### config.mk
export PLATFORM = sky130hd
export DESIGN_NAME = mem_arbiter
export DESIGN_NICKNAME = d
export VERILOG_FILES = /design/src/rtl/mem_arbiter.sv
export SDC_FILE = /design/constraint.sdc
export NUM_CORES = 1
export LEC_CHECK = 0
export CORE_ASPECT_RATIO = 1.2
export CORE_UTILIZATION = 38
export CTS_CLUSTER_SIZE = 20
export DETAILED_ROUTE_END_ITERATION = 16
export PLACE_DENSITY_LB_ADDON = 0.25
export SLEW_MARGIN = 20
export SYNTH_ARGS = -nofsm -noshare
export SYNTH_HDL_FRONTEND = slang
export SYNTH_SLANG_ARGS = --single-unit
### constraint.sdc
create_clock -name clk -period 1.3 [get_ports clk]
set_input_delay 0.13 -clock clk [delete_from_list [all_inputs] [get_ports clk]]
set_output_delay 0.13 -clock clk [all_outputs]
set_load 0.01 [all_outputs]
### src/rtl/mem_arbiter.sv
`default_nettype none
// ============================================================================
// Module      : mem_arbiter
// Description : Shares one pipelined 16-bit memory port between an I-cache
//               (line fills only) and a D-cache (line fills and single-word
//               write-through). Fixed priority, D over I, decided only in IDLE.
//               A line fill issues WORDS consecutive reads of the aligned line
//               while accepting returning data in the same cycles. The
//               returning words are streamed to the owning cache with their
//               word offset.
// Ports       : clk, rst                         clock / async active-high reset
//               i_req, i_addr                    I-cache fill request
//               d_req, d_wr, d_addr, d_wdata     D-cache fill/write request
//               mem_en, mem_wr, mem_addr,
//               mem_wdata, mem_rdata, mem_valid  memory port
//               fill_data, fill_word,
//               i_fill_we, d_fill_we             fill stream to the caches
//               i_done, d_done                   one-cycle completion pulses
//               busy                             transaction in progress
// Revision    : 1.0 - initial release
// ============================================================================
module mem_arbiter #(
    parameter int WORDS = 8,
    parameter int OW    = 3
) (
    input  logic          clk,
    input  logic          rst,
    input  logic          i_req,
    input  logic [15:0]   i_addr,
    input  logic          d_req,
    input  logic          d_wr,
    input  logic [15:0]   d_addr,
    input  logic [15:0]   d_wdata,
    output logic          mem_en,
    output logic          mem_wr,
    output logic [15:0]   mem_addr,
    output logic [15:0]   mem_wdata,
    input  logic [15:0]   mem_rdata,
    input  logic          mem_valid,
    output logic [15:0]   fill_data,
    output logic [OW-1:0] fill_word,
    output logic          i_fill_we,
    output logic          d_fill_we,
    output logic          i_done,
    output logic          d_done,
    output logic          busy
);

    // Line base is the byte address above the word offset and byte bit.
    localparam int BW = 15 - OW;

    localparam logic [1:0] S_IDLE  = 2'd0;
    localparam logic [1:0] S_FILL  = 2'd1;
    localparam logic [1:0] S_WRITE = 2'd2;
    localparam logic [1:0] S_DONE  = 2'd3;

    localparam logic          c_OWNER_I = 1'b0;
    localparam logic          c_OWNER_D = 1'b1;
    localparam logic [OW-1:0] c_LAST    = OW'(WORDS - 1);

    logic [1:0]    r_state;
    logic [1:0]    w_next_state;
    logic          r_owner;
    logic [BW-1:0] r_base;
    // One extra bit: the MSB sets once all WORDS reads have been issued.
    logic [OW:0]   r_issue_cnt;
    logic [OW-1:0] r_recv_cnt;
    logic [15:0]   r_waddr;
    logic [15:0]   r_wdata;
    logic          w_issuing;
    logic          w_accept;

    // The byte and word-offset bits of a fill address are never needed.
    logic w_unused_ok;
    assign w_unused_ok = &{1'b0, i_addr[OW:0]};

    assign w_issuing = (r_state == S_FILL) && !r_issue_cnt[OW];
    assign w_accept  = (r_state == S_FILL) && mem_valid;

    assign fill_data = mem_rdata;
    assign fill_word = r_recv_cnt;
    assign busy      = (r_state != S_IDLE);

    // ------------------------------------------------------------------
    // State register
    // ------------------------------------------------------------------
    always_ff @(posedge clk or posedge rst) begin
        if (rst) begin
            r_state <= S_IDLE;
        end else begin
            r_state <= w_next_state;
        end
    end

    // ------------------------------------------------------------------
    // Next-state and output decode
    // ------------------------------------------------------------------
    always_comb begin
        w_next_state = r_state;
        mem_en       = 1'b0;
        mem_wr       = 1'b0;
        mem_addr     = 16'h0000;
        mem_wdata    = 16'h0000;
        i_fill_we    = 1'b0;
        d_fill_we    = 1'b0;
        i_done       = 1'b0;
        d_done       = 1'b0;
        case (r_state)
            S_IDLE: begin
                if (d_req) begin
                    w_next_state = d_wr ? S_WRITE : S_FILL;
                end else if (i_req) begin
                    w_next_state = S_FILL;
                end
            end
            S_FILL: begin
                if (w_issuing) begin
                    mem_en   = 1'b1;
                    mem_addr = {r_base, r_issue_cnt[OW-1:0], 1'b0};
                end
                if (mem_valid) begin
                    if (r_owner == c_OWNER_D) begin
                        d_fill_we = 1'b1;
                    end else begin
                        i_fill_we = 1'b1;
                    end
                    if (r_recv_cnt == c_LAST) begin
                        w_next_state = S_DONE;
                    end
                end
            end
            S_WRITE: begin
                mem_en       = 1'b1;
                mem_wr       = 1'b1;
                mem_addr     = r_waddr;
                mem_wdata    = r_wdata;
                w_next_state = S_DONE;
            end
            S_DONE: begin
                // Requesters drop req on this edge, so IDLE is re-entered
                // without looking at the request lines here.
                if (r_owner == c_OWNER_D) begin
                    d_done = 1'b1;
                end else begin
                    i_done = 1'b1;
                end
                w_next_state = S_IDLE;
            end
            default: begin
                w_next_state = S_IDLE;
            end
        endcase
    end

    // ------------------------------------------------------------------
    // Grant capture and fill counters
    // ------------------------------------------------------------------
    always_ff @(posedge clk or posedge rst) begin
        if (rst) begin
            r_owner     <= c_OWNER_I;
            r_base      <= '0;
            r_issue_cnt <= '0;
            r_recv_cnt  <= '0;
            r_waddr     <= 16'h0000;
            r_wdata     <= 16'h0000;
        end else begin
            if (r_state == S_IDLE) begin
                // Counters are held at zero while idle so every fill starts
                // at word 0 regardless of how the previous one ended.
                r_issue_cnt <= '0;
                r_recv_cnt  <= '0;
                if (d_req) begin
                    r_owner <= c_OWNER_D;
                    r_base  <= d_addr[15:OW+1];
                    if (d_wr) begin
                        r_waddr <= d_addr;
                        r_wdata <= d_wdata;
                    end
                end else if (i_req) begin
                    r_owner <= c_OWNER_I;
                    r_base  <= i_addr[15:OW+1];
                end
            end
            if (w_issuing) begin
                r_issue_cnt <= r_issue_cnt + 1'b1;
            end
            // Data returning outside FILL is stale and must not move the
            // receive counter.
            if (w_accept) begin
                r_recv_cnt <= r_recv_cnt + 1'b1;
            end
        end
    end

endmodule
`default_nettype wire
==> flow_metrics.tcl, run 1 <==
set metrics [dict create \
    grt_start_max_net_pins 55 \
    postSynthAreaPerCell_sq_um 11.7 \
    hold_violations 0 \
    place_area_sq_um 4040 \
    status "finished with violations" \
    dp_slack_ns -0.515 \
    switching_power_mw 3.72 \
    power.density_nw_per_um2 2240 \
    internal_power_mw 6.57 \
    power_frac_clock 0.110 \
    ys_types 26 \
    clock_sinks 54 \
    hold_buffers 0 \
    arrival_ns 1.64 \
    gp_congestion 0.749 \
    yosys_warnings 0 \
    die_x_um 81.8 \
    slew_violations 0 \
    drc 0 \
    io_pins 128 \
    synth_area_sq_um 2900 \
    violations "negative setup slack" \
    vias 2341 \
    finalPower_mw 10.3 \
    period_share 1.36 \
    crit_path_max_fanout 12 \
    rsz0062_at_grt "true" \
    cap_violations 0 \
    num_antenna_cells 0 \
    cts_buffers 5 \
    clockBufferDepth 2 \
    layout-drive-gt1-share 0.523 \
    p_comb_frac 0.584 \
    gr-total-overflow 0 \
    firstDrtPassIters 4 \
    postLayoutCellArea_sq_um 4600 \
    setup_viol 92 \
    min_period_ns 1.77 \
    routed_via_density 5.03 \
    clockRootBuffer "clkbuf_8" \
    vdd_ir_drop_max_v 0.00130 \
    portBuffers 91 \
    worstPathRequired_ns 1.17 \
    dieArea_sq_um 7990 \
    core_area_sq_um 7320 \
    final_cell_mix "dfrtp_1, clkdlybuf4s50_1, buf_2" \
    max_freq_ghz 0.565 \
    fin_worst_skew_ns 0.0108 \
    insertion_delay_ns 0.31 \
    hpwl_mm 4.74 \
    grt_pass1_vias 2404 \
    layout_commonest_cell "dfrtp_1" \
    rows 34 \
    seq_power_share 0.306 \
    drtIter0Drc 48 \
    start_util 0.396 \
    htree_num_levels 2 \
    slew-limit-headroom 0.782 \
    r2r-start "r_state[0]" \
    reg2reg_depth 10 \
    area_growth_pct 58.5 \
    routed_wl_mm 7.52 \
    p_leak_nw 2.27 \
    layout_setup_ws_ns -0.471 \
    cp-end-kind "output pin" \
    post_drt_wl_per_cell_um 16.2 \
    hold_ws_ns 0.239 \
    reg2reg_slack_ns -0.42 \
    timing.rr.end "r_base[11]" \
    nNetsFinal 452 \
    nFillCells 594 \
    die_h_um 97.7 \
    path_clk_slew_ns 0.09 \
    critPathLaunchType "flop" \
    syn_inst 248 \
    antenna_found_initial 0 \
    switching_share 0.362 \
    worst_pin_slew_ns 0.326 \
    path_class "reg2out" \
    tritoncts "done" \
    synth_seq_cells 54 \
    yosysSeqAreaShare 0.466 \
    grt_usage 0.194 \
    ant_nets 0 \
    synth_nets 326 \
    grt_pass1_wl_mm 11.8 \
    hp-class "in2async" \
]
==> worst max-delay path by stage <==
stage,startpoint,to,slack [ns],depth (start not counted)
final,r_state[0],mem_addr[11],-0.47,6
after CTS,r_state[0],mem_addr[11],-0.47,6
after global placement,r_state[1],mem_addr[11],-0.51,7
after detailed placement,r_state[1],mem_addr[6],-0.52,7
after floorplan,r_state[1],mem_addr[12],-0.14,6
after global routing,r_state[0],mem_addr[9],-0.54,6
==> logic make-up (layout without fill, tap and decap cells) <==
group,Yosys count,count (layout),synth area share
multiplexers,50,50,0.226
AND/OR/NAND/NOR,65,65,0.111
buffers and inverters,35,162,0.0794
adder cells (fa/ha/maj),8,8,0.0345
AO/OA/AOI/OAI,36,36,0.0828
flip-flops,54,54,0.466
==> layer usage <==
layer,routed length (um),track usage,vias to the layer above
met5,0,0,-
met3,412,0.0385,8
met4,87,0.0526,0
li1,-,-,1093
met2,3950,0.345,75
met1,3070,0.231,1165
==> critical path: stages (launching register included) <==
cell      delay (ns)
dfrtp_1         0.44
inv_2           0.09
ha_1            0.32
clkinv_2        0.07
buf_6           0.15
nor2_1          0.12
buf_2           0.14
==> power groups by stage <==
stage	Combinational, mW	Sequential [mW]	Clock, mW
2_1_floorplan	2.76	2.88	0
5_1_grt	6.49	3.24	1.22
4_1_cts	5.86	3.06	1.15
3_3_place_gp	4.78	2.96	0
6_report	6.01	3.15	1.13
3_5_place_dp	4.85	2.99	0
==> timing repair <==
action,4_1_cts,5_1_grt
setup endpoints to repair,95,93
resized for setup,228,41
endpoints found under the hold margin,0,0
pin swaps,21,16
cloned,8,0
buffers inserted,17,5
==> stage by stage <==
stage          instances  TNS (ns)  utilization
4_1_cts              465    -33.02        0.627
3_5_place_dp         433    -29.75        0.552
3_3_place_gp         433    -27.37        0.552
6_report             465    -31.91        0.628
5_1_grt              465    -37.16        0.628
2_1_floorplan        248     -6.48            -
==> sequential cells by signal, summed over array words and instances, names as in the netlist <==
name         count
r_state          2
fill_word        3
r_waddr         16
r_wdata         16
r_base          12
r_issue_cnt      4
r_owner          1
==> synth_stat cells <==
cell type / instances / area share
nor2_1: 20 / 0.026
o21ai_0: 16 / 0.028
mux2_2: 5 / 0.019
a22oi_2: 1 / 0.0043
inv_1: 4 / 0.0052
a22oi_1: 15 / 0.039
clkinv_1: 1 / 0.0013
buf_4: 19 / 0.049
dfrtp_1: 54 / 0.47
buf_2: 4 / 0.0069
nor2b_1: 1 / 0.0022
nand3_4: 1 / 0.0060
a31o_2: 2 / 0.0060
and3_1: 3 / 0.0065
buf_6: 3 / 0.012
nand3_1: 2 / 0.0035
and2_1: 18 / 0.039
nand2_1: 18 / 0.023
a22o_1: 1 / 0.0030
and2b_1: 1 / 0.0026
mux2_4: 30 / 0.16
ha_1: 8 / 0.035
mux2i_1: 15 / 0.052
nand4_1: 1 / 0.0022
o21ai_2: 1 / 0.0030
clkbuf_1: 4 / 0.0052
==> cell type report <==
cell class | instances | area [sq um] | area share
tap | 90 | 113 | 0.0245
clock buffer | 6 | 72.6 | 0.0158
sequential | 54 | 1350 | 0.294
inverter | 5 | 26.3 | 0.00571
multi-input combinational | 159 | 1590 | 0.346
timing repair buffer | 149 | 1410 | 0.306
clock inverter | 2 | 37.5 | 0.00816
Note: power is estimated with default switching activity, not from simulation.
==> run 2: changes to the inputs <==
- CORE_UTILIZATION: 38 -> 42
- clock period: 1.3 -> 1.94 ns (I/O delays scaled with it)
==> run 2 against run 1 <==
Compared with the run above:
- the run still ends with negative setup slack left
- critical path type unchanged
- clock-buffer cell count increased by 2
- final area is 13% lower
- clock power fell by 37%
- register-to-register slack better by 0.77 ns
- sequential cell count is the same
- largest cell class unchanged
- core utilization fell by 1.7 points
- clock skew fell by 0.0016 ns
- total power is 44% lower
- critical path depth did not move
==> flow_metrics.tcl, run 2 (synthesis results as in run 1) <==
set metrics [dict create \
    p_leak_nw 1.98 \
    gr-total-overflow 0 \
    dieArea_sq_um 7240 \
    gp_congestion 0.734 \
    cp-end-kind "output pin" \
    setup_viol 2 \
    drtIter0Drc 64 \
    die_x_um 77.9 \
    routed_wl_mm 6.50 \
    antenna_found_initial 0 \
    status "finished with violations" \
    hold_buffers 0 \
    max_freq_ghz 0.512 \
    rows 32 \
    fin_worst_skew_ns 0.00919 \
    min_period_ns 1.95 \
    layout-drive-gt1-share 0.281 \
    num_antenna_cells 0 \
    power_frac_clock 0.123 \
    io_pins 128 \
    worst_pin_slew_ns 0.818 \
    hpwl_mm 4.66 \
    vias 2114 \
    insertion_delay_ns 0.30 \
    firstDrtPassIters 4 \
    hold_violations 0 \
    clockRootBuffer "clkbuf_8" \
    ant_nets 0 \
    critPathLaunchType "flop" \
    hp-class "in2async" \
    path_clk_slew_ns 0.10 \
    grt_start_max_net_pins 25 \
    cap_violations 0 \
    internal_power_mw 3.76 \
    power.density_nw_per_um2 1440 \
    grt_pass1_vias 2210 \
    htree_num_levels 2 \
    seq_power_share 0.346 \
    routed_via_density 5.05 \
    fin_cells 419 \
    vdd_ir_drop_max_v 0.000652 \
    layout_setup_ws_ns -0.0122 \
    crit_path_max_fanout 11 \
    largest_registers "r_waddr (16), r_wdata (16), r_base (12)" \
    dpl.cell_count 408 \
    period_share 1.01 \
    drc 0 \
    start_util 0.442 \
    final_cell_mix "clkdlybuf4s50_1, dfrtp_1, mux2_4" \
    portBuffers 91 \
    clock_sinks 54 \
    hold_ws_ns 0.143 \
    violations "negative setup slack" \
    core_area_sq_um 6570 \
    switching_power_mw 2.04 \
    worstPathRequired_ns 1.75 \
    layout_commonest_cell "clkdlybuf4s50_1" \
    tritoncts "done" \
    arrival_ns 1.76 \
    area_growth_pct 38.5 \
    slew-limit-headroom 0.454 \
    die_h_um 93.0 \
    rsz0062_at_grt "true" \
    post_drt_wl_per_cell_um 15.5 \
    nNetsFinal 411 \
    p_comb_frac 0.531 \
    switching_share 0.351 \
    grt_usage 0.186 \
    slew_violations 0 \
    clockBufferDepth 2 \
    grt_pass1_wl_mm 10.5 \
    cts_buffers 5 \
    path_class "reg2out" \
]
## run 2: cell count changes in the layout (fill, tap and decap cells not counted), sizes merged, moves of 2 or more
cell           previous run  this run
dlygate4sd2               2        19
clkbuf                   11        16
buf                      91        18
clkinvlp                  2         0
clkdlybuf4s50            49        55
clkdlybuf4s15             2         7
## run 2: area by class of cell
| type | count | area, sq um |
|---|---|---|
| timing repair buffer | 108 | 1060 |
| tap | 85 | 106 |
| sequential | 54 | 1350 |
| clock buffer | 8 | 110 |
| multi-input combinational | 159 | 1370 |
| inverter | 5 | 20.0 |
| fill | 563 | 2550 |
## run 2: what timing repair did
action                                 4_1_cts  5_1_grt
cloned                                       0        1
pin swaps                                    1        2
endpoints found under the hold margin        0        0
setup endpoints to repair                   37       17
setup buffers                                1        1
gates resized for setup                     65       19
## run 2: worst paths after layout
kind / cells after the start / end / from / slack (ns)
max: 6 / mem_addr[10] / r_state[0] / -0.01
min: 2 / r_base[5] / rst / 0.14
max reg2reg: 5 / r_wdata[14] / r_state[0] / 0.35
min reg2reg: 1 / r_issue_cnt[3] / r_issue_cnt[3] / 0.48
max in group asynchronous: 3 / r_wdata[5] / rst / 1.27
min in group clk: 0 / fill_data[13] / mem_rdata[13] / 0.39
## run 2: critical path, stage by stage, from the launching register on
cell             delay (ns)
dfrtp_1                0.42
ha_2                   0.19
and2b_2                0.23
buf_12                 0.16
a22oi_1                0.15
nor2_1                 0.07
clkdlybuf4s15_2        0.23
## run 2: power by group through the flow
stage	combinational (mW)	clock [mW]	sequential [mW]
6_report	3.07	0.713	2.01
5_1_grt	3.36	0.765	2.08
4_1_cts	3.02	0.736	1.99
3_5_place_dp	3.10	0	2.00
3_3_place_gp	3.01	0	1.97
2_1_floorplan	1.81	0	1.93
## run 2: routing by layer
| layer | GRT usage | vias to the layer above | share of wire |
|---|---|---|---|
| li1 | - | 1012 | - |
| met1 | 0.215 | 1022 | 0.42 |
| met2 | 0.344 | 76 | 0.52 |
| met3 | 0.0332 | 4 | 0.052 |
| met4 | 0.0613 | 0 | 0.0040 |
| met5 | 0 | - | 0 |
## run 2: per-stage QoR
step	setup TNS, ns	instance area, sq um	power [mW]	util	setup WS, ns
after floorplan	0	2900	3.74	-	0.356
after global placement	0	3870	4.98	0.590	0.0317
after detailed placement	-0.0147	3870	5.10	0.590	-0.0121
after CTS	-0.0165	4000	5.74	0.609	-0.00897
after global routing	-0.539	4020	6.21	0.612	-0.0877
final	-0.0213	4020	5.79	0.612	-0.0122
==> run 3: changes to the inputs <==
- ABC_CLOCK_PERIOD_IN_PS: unset -> 1940
==> results of run 3 <==
Final layout, timing and power as in run 2 (identical DEF).
